## src/rtl/operand_stage.sv

```systemverilog
// operand_stage
//   Register-read / operand-select stage sitting between decode and the ALU.
//   Holds the architectural register file (x0 hard-wired to zero, one write
//   port, two combinational read ports with same-cycle writeback bypass) and
//   a single-entry output register carrying the ALU request.
//
// Ports
//   clk, rst                     clock, synchronous active-high reset
//   in_valid / in_ready          decode handshake
//   in_alu_op, in_rs1, in_rs2,
//   in_rd, in_use_imm, in_imm    decoded instruction fields
//   wb_en, wb_rd, wb_data        writeback write port
//   flush                        discard the held request, accept nothing
//   out_valid / out_ready        execute handshake
//   out_opcode, out_num1,
//   out_num2, out_rd             registered ALU request
module operand_stage #(
    parameter int XLEN  = 32,
    parameter int NREGS = 32
) (
    input  logic            clk,
    input  logic            rst,
    input  logic            in_valid,
    output logic            in_ready,
    input  logic [3:0]      in_alu_op,
    input  logic [4:0]      in_rs1,
    input  logic [4:0]      in_rs2,
    input  logic [4:0]      in_rd,
    input  logic            in_use_imm,
    input  logic [XLEN-1:0] in_imm,
    input  logic            wb_en,
    input  logic [4:0]      wb_rd,
    input  logic [XLEN-1:0] wb_data,
    input  logic            flush,
    output logic            out_valid,
    input  logic            out_ready,
    output logic [3:0]      out_opcode,
    output logic [XLEN-1:0] out_num1,
    output logic [XLEN-1:0] out_num2,
    output logic [4:0]      out_rd
);

    // ------------------------------------------------------------------
    // Register file
    // ------------------------------------------------------------------
    logic [XLEN-1:0] rf_q [NREGS];
    logic [XLEN-1:0] rf_d [NREGS];

    // A write is live only for a non-zero, in-range destination.
    logic wb_live;
    assign wb_live = wb_en && (wb_rd != 5'd0) && (32'(wb_rd) < NREGS);

    always_comb begin
        rf_d = rf_q;
        if (wb_live) begin
            rf_d[wb_rd] = wb_data;
        end
    end

    // Combinational read with writeback bypass; x0 and out-of-range read 0.
    function automatic logic [XLEN-1:0] rf_read(input logic [4:0] idx);
        logic [XLEN-1:0] val;
        val = '0;
        if (idx != 5'd0 && 32'(idx) < NREGS) begin
            if (wb_live && wb_rd == idx) val = wb_data;
            else                         val = rf_q[idx];
        end
        return val;
    endfunction

    logic [XLEN-1:0] rd1_val, rd2_val;
    assign rd1_val = rf_read(in_rs1);
    assign rd2_val = rf_read(in_rs2);

    // ------------------------------------------------------------------
    // Output entry
    // ------------------------------------------------------------------
    logic            out_valid_q, out_valid_d;
    logic [3:0]      out_opcode_q, out_opcode_d;
    logic [XLEN-1:0] out_num1_q, out_num1_d;
    logic [XLEN-1:0] out_num2_q, out_num2_d;
    logic [4:0]      out_rd_q, out_rd_d;
    logic [4:0]      rs1_q, rs1_d;
    logic [4:0]      rs2_q, rs2_d;
    logic            use_imm_q, use_imm_d;

    logic accept;
    logic holding;

    assign in_ready = (!out_valid_q || out_ready) && !flush;
    assign accept   = in_valid && in_ready;
    // Entry stays in place this edge: operands must track writebacks to
    // its sources so the request never goes stale while stalled.
    assign holding  = out_valid_q && !out_ready && !flush;

    always_comb begin
        out_valid_d  = out_valid_q;
        out_opcode_d = out_opcode_q;
        out_num1_d   = out_num1_q;
        out_num2_d   = out_num2_q;
        out_rd_d     = out_rd_q;
        rs1_d        = rs1_q;
        rs2_d        = rs2_q;
        use_imm_d    = use_imm_q;

        if (flush) begin
            out_valid_d = 1'b0;
        end else if (accept) begin
            out_valid_d  = 1'b1;
            out_opcode_d = in_alu_op;
            out_rd_d     = in_rd;
            out_num1_d   = rd1_val;
            out_num2_d   = in_use_imm ? in_imm : rd2_val;
            rs1_d        = in_rs1;
            rs2_d        = in_rs2;
            use_imm_d    = in_use_imm;
        end else if (out_ready) begin
            out_valid_d = 1'b0;
        end

        if (holding && wb_live) begin
            if (wb_rd == rs1_q)               out_num1_d = wb_data;
            if (!use_imm_q && wb_rd == rs2_q) out_num2_d = wb_data;
        end
    end

    always_ff @(posedge clk) begin
        if (rst) begin
            rf_q         <= '{default: '0};
            out_valid_q  <= 1'b0;
            out_opcode_q <= '0;
            out_num1_q   <= '0;
            out_num2_q   <= '0;
            out_rd_q     <= '0;
            rs1_q        <= '0;
            rs2_q        <= '0;
            use_imm_q    <= 1'b0;
        end else begin
            rf_q         <= rf_d;
            out_valid_q  <= out_valid_d;
            out_opcode_q <= out_opcode_d;
            out_num1_q   <= out_num1_d;
            out_num2_q   <= out_num2_d;
            out_rd_q     <= out_rd_d;
            rs1_q        <= rs1_d;
            rs2_q        <= rs2_d;
            use_imm_q    <= use_imm_d;
        end
    end

    assign out_valid  = out_valid_q;
    assign out_opcode = out_opcode_q;
    assign out_num1   = out_num1_q;
    assign out_num2   = out_num2_q;
    assign out_rd     = out_rd_q;

endmodule

```

## config.mk

```make
export PLATFORM = sky130hd
export DESIGN_NAME = operand_stage
export DESIGN_NICKNAME = d
export VERILOG_FILES = /design/src/rtl/operand_stage.sv
export SDC_FILE = /design/constraint.sdc
export NUM_CORES = 2
export LEC_CHECK = 0
export CAP_MARGIN = 10
export CORE_AREA = 2 2 258 387
export CTS_CLUSTER_SIZE = 16
export DETAILED_ROUTE_END_ITERATION = 10
export DIE_AREA = 0 0 260 389
export PLACE_DENSITY = 0.72
export SYNTH_ARGS = -nofsm -noshare
export SYNTH_HDL_FRONTEND = slang
export SYNTH_SLANG_ARGS = --single-unit
```

## constraint.sdc

```tcl
create_clock -name clk -period 2.72 [get_ports clk]
set_clock_uncertainty 0.15 [all_clocks]
set_input_delay 0.816 -clock clk [delete_from_list [all_inputs] [get_ports clk]]
set_output_delay 0.816 -clock clk [all_outputs]
set_load 0.01 [all_outputs]
```

# [Yosys cells after proc, flatten, opt, wreduce, memory -nomap -nowiden]
# Index checks and enable logic that the tools add are counted.
# Widths: inputs -> output; s select.
[totals] register_bits=1109 out_inout_bits=75 inputBits=95 elab_cells=97
[op_classes] order_cmp=4 mux=24 bitwise_logic=4 eq_ne=4 n_reduce_logical=21
[op_table] op="$bwmux 1024" n=1
[op_table] op="$mux 32" n=18
[op_table] op="$bmux 32 s5" n=2
[op_table] op="$demux 32 s5" n=1
[op_table] op="$eq 5x5->1" n=4
[op_table] op="$ge 6x6->1 const B" n=3
[op_table] op="$not 5->6" n=3
[op_table] op="$reduce_bool 5->1" n=3
[op_table] op="$logic_and 1x1->1" n=10
[op_table] op="$lt 6x1->1 const B" n=1
[op_table] op="$logic_not 1->1" n=4
[op_table] op="$mux 1" n=2
[op_table] op="$reduce_and 2->1" n=1
[op_table] op="$reduce_bool 2->1" n=1
[op_table] op="$reduce_or 2->1" n=1
[op_table] op="$logic_or 1x1->1" n=1
[op_table] op="$not 1->1" n=1

# [Logic depth before layout (Yosys ltp)]
[depth] depth_word=11 ltp_mapped=9 ltp_nobuf=5

# [Least setup slack after synthesis]
# OpenSTA, ideal clock, no wires.
[synth_timing] path_type="in2reg" startpoint="input port in_rs1[2]" endpoint="register out_num1_q[3], in the netlist out_num1[3]" setup_slack_ns=0.039 path_buffers=3 setup_time_ns=0.122 required_ns=2.448 arrival_ns=2.409 path_stages=8 cell_sequence="buf_2 -> buf_2 -> buf_1 -> mux4_2 -> mux2i_1 -> nand2_1 -> and3_1 -> a221o_1"
[synth_between] elab_chain_len=10 word_cells_on_any_way=13 classes_between="eq/ne (1); mux (9); bitwise (1); reduce/logical (2)"
[synth_rtl] element="start, declared" line="26" source="input logic [4:0] in_rs1,"
[synth_rtl] element="$not 5->6 (implied by the code)" line="66" source="else val = rf_q[idx];"
[synth_rtl] element="$bmux 32 s5" line="66"
[synth_rtl] element="$mux 32 (implied by the code) (2 in a row)" line="66"
[synth_rtl] element="$mux 32" line="65" source="if (wb_live && wb_rd == idx) val = wb_data;"
[synth_rtl] element="$mux 32 *" line="64" source="if (idx != 5'd0 && 32'(idx) < NREGS) begin"
[synth_rtl] element="$mux 32 *" line="108" source="end else if (accept) begin"
[synth_rtl] element="$mux 32 *" line="106" source="if (flush) begin"
[synth_rtl] element="$mux 32" line="122" source="if (wb_rd == rs1_q) out_num1_d = wb_data;"
[synth_rtl] element="$mux 32 *" line="121" source="if (holding && wb_live) begin"
[synth_rtl] element="end signal, assigned" line="142" source="out_num1_q <= out_num1_d;"
[synth_rtl] element="end, declared" line="80" source="logic [XLEN-1:0] out_num1_q, out_num1_d;"
# Every way passes the cells marked *; elsewhere a longest branch is shown, timed or not. The select of a mux whose other input is x is not followed.
# A chain may end at the register's enable or synchronous reset.

# [Final worst setup path]
[layout_timing] startpoint="input port in_rs2[4]" endpoint="register out_num2_q[4], in the netlist out_num2[4]"
[layout_between] elab_chain_len=11 word_cells_on_any_way=14 classes_between="eq/ne (1); mux (10); bitwise (1); reduce/logical (2)"
[layout_rtl] element="start, declared" line="27" source="input logic [4:0] in_rs2,"
[layout_rtl] element="$not 5->6 (implied by the code)" line="66"
[layout_rtl] element="$bmux 32 s5" line="66"
[layout_rtl] element="$mux 32 (implied by the code) (2 in a row)" line="66"
[layout_rtl] element="$mux 32" line="65"
[layout_rtl] element="$mux 32 *" line="64"
[layout_rtl] element="$mux 32 *" line="113" source="out_num2_d = in_use_imm ? in_imm : rd2_val;"
[layout_rtl] element="$mux 32 *" line="108"
[layout_rtl] element="$mux 32 *" line="106"
[layout_rtl] element="$mux 32" line="123" source="if (!use_imm_q && wb_rd == rs2_q) out_num2_d = wb_data;"
[layout_rtl] element="$mux 32 *" line="121"
[layout_rtl] element="end signal, assigned" line="143" source="out_num2_q <= out_num2_d;"
[layout_rtl] element="end, declared" line="81" source="logic [XLEN-1:0] out_num2_q, out_num2_d;"
# Marks and branches as above.

==> results.toml <==
[clock_tree]
cts-root-buf = "clkbuf_16"
cts_buffer_depth = 3
hold_buffers = 0
cts.sinks = 1109
cts_htree_levels = 3
insertion_delay_ps = 770
clk_pin_slew_ps = 70
cts_made_buffers = 105
cts_tree = "yes"

[critical_path]
cp.arrival_ps = 3270
crit_path_start_kind = "input pin"
worstPathRequired_ps = 3270
crit_type = "input pin to register"
endpoint_kind = "register"
path_max_fanout = 6

[finish]
nets = 6343
syn_to_final_growth_pct = 21.8
layout-drive-gt1-share = 0.214
fillers = 7323
utilization = 0.675

[grt]
grt_pass1_wl_mm = 334
overflow = 0
grt_max_degree = 219
grt_pass1_vias = 51972
antenna_found_initial = 13
gr-usage-all-layers = 0.451

[route]
dr_total_vias = 53390
wl_per_cell_um = 30.2
vias_per_cell = 6.99
antenna_left = 0
initialDrtViolationCount = 9523
wl_mm = 230
firstDrtPassIters = 9
drc = 0

[logic_synthesis]
synth-seq-cells = 1109
syn_area_per_cell_um2 = 8.92
synth_edf_count = 0
yosysWarnings = 0
yosys.area.top_type = "dfxtp_1"
syn_nets = 6176
syn_inst = 6081
yosysTopAreaCellShare = 0.409
netlist_top_cells_area = "dfxtp_1, mux4_2, nand2_1, a21oi_1, clkbuf_1"
ys.flop_type = "dfxtp_1"
synth-seq-area-share = 0.409
synth_cell_type_count = 39
synth_area_um2 = 54300
ys_async_sr_fraction = 0

[status]
status = "complete, but fails checks"
violations = "setup timing"

[placement]
place_hpwl_mm = 150
gp_congestion = 1.03
io_buffers = 169

[sta]
finalMaxSlewViolations = 0
rsz0062_at_grt = "false"
fmax_ghz = 0.367
fin_hold_ws_ps = 178
setup_viol = 1
hold_violations = 0
finalWorstPathRequiredPeriod_ps = 2730
fin_ws_ps = -7.25
slew-limit-headroom = 0.145
tightest_slew_ps = 1280
post-route-period-util = 1.00

[pwr]
max-vdd-ir-drop_mv = 0.529
p_per_area_nw_per_um2 = 555
power.total_mw = 36.7
leakagePower_nw = 22.7

[die]
die_x_um = 260
rows = 141
die_y_um = 389
die_area_um2 = 101000
num_io_pins = 170
start_util = 0.554
core_area_um2 = 97900

[worst_hold_path]
worstHoldPathType = "input pin to register"

[job]
cap_violations = 0
## cell usage after synthesis, types with 5 or more instances
cell and number:
buf_2 152, nand2_1 2157, buf_1 20, and3_1 69
nor2_1 43, dfxtp_1 1109, nand3b_1 5, nor4_1 33
buf_4 37, a21oi_1 1046, a221o_1 32, clkbuf_2 5
mux2i_1 64, o22ai_1 192, xor2_1 18, o221ai_1 32
clkbuf_1 425, or3b_2 7, nor3_1 6, mux4_2 512
a211oi_1 32, nor2b_1 34, nand3_1 5, buf_6 17
## worst paths after layout
path,startpoint,to,slack (ps),cells after the start
setup reg to reg,out_valid,out_num2[12],260,7
hold / removal,rst,out_valid,180,2
hold reg to reg,out_rd[1],out_rd[1],310,2
setup / recovery,in_rs2[4],out_num2[4],-7,10
## layout make-up
class	count	area, µm²	share of cell area
clock inverters	53	733	0.0111
well taps	1287	1610	0.0244
flip-flops and latches	1109	22200	0.337
clock buffers	140	3030	0.0459
multi-input cells	4312	29500	0.447
repair buffers	716	8890	0.135
inverters	4	15.0	0.000227
diodes	13	32.5	0.000492
## sequential cells by signal (all words and copies together) (netlist names)
signal and cells:
rs1_q 5, out_num1 32, use_imm_q 1, rf_q 1024, out_opcode 4, out_valid 1, out_rd 5, rs2_q 5
out_num2 32
## cell usage in the layout, fill, tap and decap left out, types with 18 or more instances in the layout
cell / instances
xor2_1: 18
mux2i_1: 63
buf_4: 302
clkbuf_16: 108
nand2_2: 28
a221o_1: 32
nand2_1: 2129
nor2_4: 31
o221ai_1: 32
dfxtp_1: 1090
a21oi_1: 1045
a211oi_1: 32
clkbuf_8: 21
o22ai_1: 191
nor4_1: 31
clkdlybuf4s50_1: 146
mux4_2: 512
nor2b_1: 33
buf_12: 245
clkinv_2: 18
and3_1: 67
## power by group
part	internal, mW	switching [mW]	leakage, nW
combinational	1.57	2.30	11.9
clock	9.28	6.94	1.83
sequential	16.4	0.156	8.96
total	27.3	9.40	22.7
## metal layers
layer | track usage | vias up | share of wire | wire (µm)
met2 | 0.664 | 4912 | 0.43 | 99500
met4 | 0.391 | 10 | 0.11 | 25200
met3 | 0.167 | 1649 | 0.15 | 33900
li1 | - | 21648 | - | -
met1 | 0.514 | 25171 | 0.31 | 71700
met5 | 0.00536 | - | 0.00039 | 90
## through the flow
| step | setup slack (ps) | cells | cell area [µm²] | TNS [ps] |
|---|---|---|---|---|
| finish | -7.25 | 7634 | 66100 | -7.25 |
| global route | 4.08 | 7621 | 66000 | 0 |
| CTS | 1.59 | 7621 | 66000 | 0 |
| detailed placement | -773 | 7428 | 62200 | -311080 |
| global placement | -738 | 7428 | 62200 | -290320 |
| floorplan | 39.4 | 6081 | 54300 | 0 |
## timing repair
action | in CTS | in global routing
pin swaps | 0 | 1
gates resized for setup | 25 | 21
setup endpoints to repair | 23 | 20
setup buffers | 0 | 0
## critical path, stage by stage
cell and delay (ps):
clkdlybuf4s50_1 680, buf_4 210, nand3b_1 140, buf_4 260, buf_4 180, o22ai_1 110
nor4_2 520, buf_4 220, nand2_1 50, o221ai_1 70
## kinds of logic after synthesis
logic type                synth area share
AOI/OAI and AO/OA                    0.136
and+or+nand+nor                      0.173
xor gates and xnor gates           0.00323
muxes                                0.224
DFF                                  0.409
buffers and inverters               0.0542
No activity file was read; power rests on OpenSTA's default activity.
